### config.mk
export PLATFORM = sky130hd
export DESIGN_NAME = calc_seq_ctrl
export DESIGN_NICKNAME = d
export VERILOG_FILES = /design/src/rtl/calc_seq_ctrl.sv
export SDC_FILE = /design/constraint.sdc
export NUM_CORES = 1
export LEC_CHECK = 0
export ABC_AREA = 1
export CAP_MARGIN = 15
export CORE_MARGIN = 2
export CORE_UTILIZATION = 55
export CTS_CLUSTER_DIAMETER = 60
export DETAILED_ROUTE_END_ITERATION = 12
export GPL_TIMING_DRIVEN = 0
export PLACE_DENSITY = 0.77
export SLEW_MARGIN = 20
export SYNTH_ARGS = -nofsm -noshare
export SYNTH_HDL_FRONTEND = slang
export SYNTH_SLANG_ARGS = --single-unit
### constraint.sdc
create_clock -name clk -period 5.9 [get_ports clk]
set_input_delay 1.475 -clock clk [delete_from_list [all_inputs] [get_ports clk]]
set_output_delay 1.475 -clock clk [all_outputs]
set_load 0.02 [all_outputs]
### src/rtl/calc_seq_ctrl.sv
`default_nettype none
// calc_seq_ctrl: keypad calculator sequencer. Builds two signed decimal operands,
// runs one add/sub on an external ALU over start/finish, and flags overflow and timeout.
module calc_seq_ctrl #(
  parameter int WIDTH      = 16,
  parameter int MAX_DIGITS = 5,
  parameter int TIMEOUT    = 255
) (
  input  logic             clk,
  input  logic             reset,
  input  logic             key_valid_i,
  input  logic [3:0]       key_digit_i,
  input  logic             op_valid_i,
  input  logic             op_sub_i,
  input  logic             neg_valid_i,
  input  logic             eq_valid_i,
  input  logic             clr_valid_i,
  output logic [WIDTH-1:0] alu_in1_o,
  output logic [WIDTH-1:0] alu_in2_o,
  output logic             alu_sub_o,
  output logic             alu_start_o,
  input  logic [WIDTH-1:0] alu_out_i,
  input  logic             alu_finish_i,
  output logic [WIDTH-1:0] display_o,
  output logic             result_valid_o,
  output logic             error_o,
  output logic             busy_o
);
  localparam int CW = $clog2(MAX_DIGITS + 1);
  localparam int TW = $clog2(TIMEOUT + 1);
  localparam int EW = WIDTH + 4;
  localparam logic [EW-1:0] MAX_MAG = EW'(2 ** (WIDTH - 1) - 1);

  typedef enum logic [2:0] {
    S_ENTRY1   = 3'd0,
    S_ENTRY2   = 3'd1,
    S_ALU_REQ  = 3'd2,
    S_ALU_WAIT = 3'd3,
    S_RESULT   = 3'd4,
    S_ERROR    = 3'd5
  } state_t;

  state_t           state_q, state_d;
  logic [WIDTH-1:0] mag1_q, mag1_d, mag2_q, mag2_d;
  logic             neg1_q, neg1_d, neg2_q, neg2_d;
  logic [CW-1:0]    cnt1_q, cnt1_d, cnt2_q, cnt2_d;
  logic             op_q, op_d, touch2_q, touch2_d, sub_q, sub_d;
  logic [WIDTH-1:0] in1_q, in1_d, in2_q, in2_d, res_q, res_d, hold_q, hold_d;
  logic [TW-1:0]    timer_q, timer_d;

  logic [WIDTH-1:0] op1_val, op2_val, cur_mag, res_mag;
  logic [CW-1:0]    cur_cnt;
  logic [EW-1:0]    acc_ext;
  logic             res_neg, digit_ok, ovf;
  logic             do_op, do_neg, do_key;

  // Magnitudes are WIDTH wide so a chained result of -2^(WIDTH-1) keeps its magnitude.
  assign op1_val = neg1_q ? -mag1_q : mag1_q;
  assign op2_val = neg2_q ? -mag2_q : mag2_q;
  assign res_neg = res_q[WIDTH-1];
  assign res_mag = res_neg ? -res_q : res_q;
  assign cur_mag = (state_q == S_ENTRY2) ? mag2_q : mag1_q;
  assign cur_cnt = (state_q == S_ENTRY2) ? cnt2_q : cnt1_q;
  assign acc_ext = EW'(cur_mag) * EW'(10) + EW'(key_digit_i);
  assign digit_ok = (key_digit_i <= 4'd9) && (cur_cnt < CW'(MAX_DIGITS)) && (acc_ext <= MAX_MAG);

  assign ovf = sub_q ? ((in1_q[WIDTH-1] != in2_q[WIDTH-1]) && (alu_out_i[WIDTH-1] != in1_q[WIDTH-1]))
                     : ((in1_q[WIDTH-1] == in2_q[WIDTH-1]) && (alu_out_i[WIDTH-1] != in1_q[WIDTH-1]));

  // Only the highest-priority strobe of a cycle is acted on; clear is handled first.
  assign do_op  = op_valid_i & ~eq_valid_i;
  assign do_neg = neg_valid_i & ~op_valid_i & ~eq_valid_i;
  assign do_key = key_valid_i & ~neg_valid_i & ~op_valid_i & ~eq_valid_i;

  assign alu_in1_o      = in1_q;
  assign alu_in2_o      = in2_q;
  assign alu_sub_o      = sub_q;
  assign alu_start_o    = (state_q == S_ALU_REQ);
  assign busy_o         = (state_q == S_ALU_REQ) || (state_q == S_ALU_WAIT);
  assign result_valid_o = (state_q == S_RESULT);
  assign error_o        = (state_q == S_ERROR);

  always_comb begin
    display_o = '0;
    case (state_q)
      S_ENTRY1:              display_o = op1_val;
      S_ENTRY2:              display_o = touch2_q ? op2_val : op1_val;
      S_ALU_REQ, S_ALU_WAIT: display_o = hold_q;
      S_RESULT:              display_o = res_q;
      default:               display_o = '0;
    endcase
  end

  always_ff @(posedge clk or posedge reset) begin
    if (reset) begin
      state_q  <= S_ENTRY1;
      mag1_q   <= '0;
      mag2_q   <= '0;
      neg1_q   <= 1'b0;
      neg2_q   <= 1'b0;
      cnt1_q   <= '0;
      cnt2_q   <= '0;
      op_q     <= 1'b0;
      touch2_q <= 1'b0;
      sub_q    <= 1'b0;
      in1_q    <= '0;
      in2_q    <= '0;
      res_q    <= '0;
      hold_q   <= '0;
      timer_q  <= '0;
    end else begin
      state_q  <= state_d;
      mag1_q   <= mag1_d;
      mag2_q   <= mag2_d;
      neg1_q   <= neg1_d;
      neg2_q   <= neg2_d;
      cnt1_q   <= cnt1_d;
      cnt2_q   <= cnt2_d;
      op_q     <= op_d;
      touch2_q <= touch2_d;
      sub_q    <= sub_d;
      in1_q    <= in1_d;
      in2_q    <= in2_d;
      res_q    <= res_d;
      hold_q   <= hold_d;
      timer_q  <= timer_d;
    end
  end

  always_comb begin
    state_d  = state_q;
    mag1_d   = mag1_q;
    mag2_d   = mag2_q;
    neg1_d   = neg1_q;
    neg2_d   = neg2_q;
    cnt1_d   = cnt1_q;
    cnt2_d   = cnt2_q;
    op_d     = op_q;
    touch2_d = touch2_q;
    sub_d    = sub_q;
    in1_d    = in1_q;
    in2_d    = in2_q;
    res_d    = res_q;
    hold_d   = hold_q;
    timer_d  = timer_q;
    if (clr_valid_i) begin
      state_d  = S_ENTRY1;
      mag1_d   = '0;
      mag2_d   = '0;
      neg1_d   = 1'b0;
      neg2_d   = 1'b0;
      cnt1_d   = '0;
      cnt2_d   = '0;
      op_d     = 1'b0;
      touch2_d = 1'b0;
      sub_d    = 1'b0;
      in1_d    = '0;
      in2_d    = '0;
      res_d    = '0;
      hold_d   = '0;
      timer_d  = '0;
    end else begin
      case (state_q)
        S_ENTRY1: begin
          if (do_op) begin
            op_d    = op_sub_i;
            state_d = S_ENTRY2;
          end else if (do_neg) begin
            neg1_d = ~neg1_q;
          end else if (do_key && digit_ok) begin
            mag1_d = acc_ext[WIDTH-1:0];
            cnt1_d = cnt1_q + CW'(1);
          end
        end
        S_ENTRY2: begin
          if (eq_valid_i) begin
            in1_d   = op1_val;
            in2_d   = op2_val;
            sub_d   = op_q;
            hold_d  = display_o;
            state_d = S_ALU_REQ;
          end else if (do_op) begin
            op_d = op_sub_i;
          end else if (do_neg) begin
            neg2_d   = ~neg2_q;
            touch2_d = 1'b1;
          end else if (do_key && digit_ok) begin
            mag2_d   = acc_ext[WIDTH-1:0];
            cnt2_d   = cnt2_q + CW'(1);
            touch2_d = 1'b1;
          end
        end
        S_ALU_REQ: begin
          timer_d = '0;
          state_d = S_ALU_WAIT;
        end
        S_ALU_WAIT: begin
          if (alu_finish_i) begin
            res_d   = alu_out_i;
            state_d = ovf ? S_ERROR : S_RESULT;
          end else if (timer_q == TW'(TIMEOUT - 1)) begin
            state_d = S_ERROR;
          end else begin
            timer_d = timer_q + TW'(1);
          end
        end
        S_RESULT: begin
          if (eq_valid_i) begin
            mag1_d  = res_mag;
            neg1_d  = res_neg;
            in1_d   = res_q;
            in2_d   = op2_val;
            sub_d   = op_q;
            hold_d  = res_q;
            state_d = S_ALU_REQ;
          end else if (do_op) begin
            mag1_d   = res_mag;
            neg1_d   = res_neg;
            cnt1_d   = '0;
            mag2_d   = '0;
            neg2_d   = 1'b0;
            cnt2_d   = '0;
            touch2_d = 1'b0;
            op_d     = op_sub_i;
            state_d  = S_ENTRY2;
          end else if (do_key) begin
            mag1_d   = (key_digit_i <= 4'd9) ? WIDTH'(key_digit_i) : '0;
            cnt1_d   = (key_digit_i <= 4'd9) ? CW'(1) : '0;
            neg1_d   = 1'b0;
            mag2_d   = '0;
            neg2_d   = 1'b0;
            cnt2_d   = '0;
            touch2_d = 1'b0;
            op_d     = 1'b0;
            state_d  = S_ENTRY1;
          end
        end
        default: state_d = state_q;
      endcase
    end
  end
endmodule
`default_nettype wire

==> summary.txt <==
Synth Flop Type -> dfrtp_1
Most common cell after layout, fill and taps aside -> nand2_1
Worst-margin pin slew -> 0.9999 ns
Net Sw Frac -> 52.02%
WL final -> 29620 um
GR Util All Layers -> 34.38%
Worst setup SP type -> flop
Post-CTS setup buffers -> 0
Area Growth Syn to Fin -> 19.24%
Non-filler cells, final -> 1700
FMAX -> 0.1873 GHz
CTS tree -> yes
Hold Startpoint -> mag2_q[5]$_DFFE_PP0P_
Crit-path max FO -> 5
Share of cells above drive strength 1 -> 5.728%
Synthesized area -> 0.008982 mm^2
Fillers -> 1479
Synthesized Nets -> 1431
Vias in the first global route -> 8970
Reg-to-reg startpoint -> state_q[2]$_DFFE_PP0P_
Most frequent cells in the layout -> nand2_1, inv_1, o21ai_0, dfrtp_1, nand3_1
Initial antenna violation count -> 0
CTS resizes -> 0
P_int -> 3.181 mW
Clk slew on worst S/H paths -> 0.06 ns
Detailed router's first-iteration violation count -> 1025
Max Cap Viol -> 0
Placed cells -> 1668
Post-synth EDFFs -> 0
Gr ovfl total -> 0
Core Rows -> 46
Kind of critical path -> reg2out
Root Buffer -> clkbuf_16
DR vias -> 9655
Synth unique cells -> 47
Seq pwr share -> 18.1%
Initial Util -> 56.34%
Synth warn -> 0
Largest net degree at the start of global routing -> 70
Final Hold Fails -> 0
# H-tree levels -> 4
Clk_skew -> 0.005610 ns
Status -> finished clean
Die span in x -> 131.8 um
HPWL after DPL -> 23170 um
Worst-case clock buffer depth -> 2
First-pass DRT Iterations -> 5
# diodes -> 0
Clk_lat worst skew -> 0.43 ns
Hold path cells -> 2
TritonCTS Sinks -> 118
Buffers added on ports -> 81
Post-Syn Area per Cell -> 6.556 um^2
Worst Hold Path EP -> mag2_q[5]$_DFFE_PP0P_
FF-to-FF End -> mag1_q[2]$_DFFE_PP0P_
Setup slack at placement -> 0.9339 ns
Crit path DAT -> 3.87 ns
Via density -> 5.679
Leak -> 5.391 nW
Pwr Density -> 619.1 mW/mm^2
Hold Path Class -> reg2reg
Comb pwr share -> 65.6%
Final WS setup -> 0.5596 ns
Avg WL per Cell -> 17.42 um
DRC viols -> 0
Seq cells post-synth -> 118
Crit. End Element -> output pin
P_sw -> 3.449 mW
Global-route wire length before repair -> 46910 um
Reg2Reg Setup Slack -> 0.78 ns
Layout Nets -> 1532
CTS buffer count -> 17
Core ar. -> 0.01594 mm^2
Clock power frac -> 16.3%
Die height -> 131.8 um
Placer Congestion -> 1.008
Final setup violation count -> 0
Crit path time final -> 5.340 ns
Synth Instances -> 1370
Post-synthesis sequential area ratio -> 32.87%
Rel. slew slack -> 32.90%
Routed Antenna Nets -> 0
Pwr Total -> 6.630 mW
DIE AREA -> 0.01737 mm^2
Worst-case vdd ir drop -> 0.0003229 V
CTS Hold Bufs -> 0
TNS Setup -> 0 ns
RSZ-0062 raised after global routing -> false
Asr flop ratio synth -> 100.0%
Worst Reg-to-Reg Cells -> 29
Final period util -> 90.51%
Final Slew Violations -> 0
CP required -> 4.43 ns
Boundary Pins -> 82
## state kept, by name, indices dropped and copies added (netlist names)
name,count
alu_in1_o,16
alu_in2_o,16
alu_sub_o,1
cnt1_q,3
cnt2_q,3
hold_q,16
mag1_q,16
mag2_q,16
neg1_q,1
neg2_q,1
op_q,1
res_q,16
state_q,3
timer_q,8
touch2_q,1
## stage by stage
| stage | utilization [%] | area, um^2 | hold WS [ns] |
|---|---|---|---|
| after CTS | 67.18 | 10710 | 0.4730 |
| final | 67.18 | 10710 | 0.4757 |
| after global routing | 67.18 | 10710 | 0.4985 |
| after global placement | 63.12 | 10060 | 0.4554 |
| after floorplan | - | 8982 | 0.4419 |
| after detailed placement | 63.33 | 10100 | 0.4593 |
## per-layer routing
layer	vias up	wire, um	global-route usage [%]
met5	-	0	0
met4	0	956	11.71
met3	83	2667	7.958
met2	458	13590	55.09
met1	4492	12410	46.14
li1	4622	-	-
## worst max-delay path, stage by stage (launching register included)
cell and delay [ns]:
dfrtp_1 0.37, inv_1 0.21, ha_1 0.21, nand3_1 0.13
nor2_1 0.12, nand2_1 0.08, nor3_1 0.35, nand4_1 0.22
o21ai_0 0.24, xor2_1 0.49, o22ai_1 0.15, or2_2 0.32
clkdlybuf4s50_1 0.54
## area by class of cell
class / count / area (um^2) / share of cell area, %
clock buffers: 18 / 439.2 / 4.100
inverters: 214 / 808.3 / 7.547
flip-flops and latches: 118 / 2953 / 27.57
clock inverters: 14 / 175.2 / 1.636
multi-input cells: 995 / 5006 / 46.74
repair buffers: 82 / 838.3 / 7.827
plain buffers: 43 / 220.2 / 2.056
well taps: 216 / 270.3 / 2.523
## cells by family (layout without fill, tap and decap cells)
group	Yosys count	after routing	share of synthesized area [%]
compound gates	222	222	13.65
xor+xnor	43	43	4.193
fa+ha+maj	32	32	4.625
buf+inv	257	371	11.39
flops	118	118	32.87
simple gates	698	698	33.26
## worst max path at each step
stage | startpoint | to | slack, ns | depth (start not counted)
finish | mag2_q[0]$_DFFE_PP0P_ | display_o[14] | 0.56 | 12
global route | state_q[2]$_DFFE_PP0P_ | mag1_q[2]$_DFFE_PP0P_ | 0.38 | 29
CTS | mag2_q[0]$_DFFE_PP0P_ | display_o[14] | 0.69 | 12
detailed placement | state_q[2]$_DFFE_PP0P_ | mag2_q[2]$_DFFE_PP0P_ | 0.93 | 28
global placement | reset | cnt2_q[1]$_DFFE_PP0P_ | -0.40 | 2
floorplan | reset | alu_in1_o[0]$_DFFE_PP0P_ | 1.30 | 1
## synthesized netlist by cell type, drive strengths merged (2+ instances only)
library cell / count / area share (%)
inv: 213 / 8.9
nor2: 127 / 5.9
clkbuf: 30 / 1.3
o22ai: 32 / 2.2
o21ai: 120 / 6.7
or2: 6 / 0.42
buf: 13 / 1.2
o31ai: 5 / 0.42
a22o: 2 / 0.20
nand3: 120 / 6.9
nor4: 3 / 0.21
a221oi: 2 / 0.20
a21oi: 45 / 2.5
dfrtp: 118 / 33
xnor2: 5 / 0.49
nand3b: 3 / 0.25
fa: 2 / 0.45
nand4: 16 / 1.1
and2: 2 / 0.14
o211ai: 2 / 0.17
a31oi: 6 / 0.42
ha: 30 / 4.2
nor3: 26 / 1.4
xor2: 38 / 3.7
nand2: 393 / 17
## power by group through the flow
stage	Sequential, mW	Combinational [mW]	Clock [mW]
floorplan	1.24	2.86	0
global placement	1.20	4.16	0
detailed placement	1.20	4.23	0
CTS	1.19	4.26	1.08
global route	1.22	4.79	1.12
finish	1.20	4.35	1.08
Power figures use the tool's default switching activity.
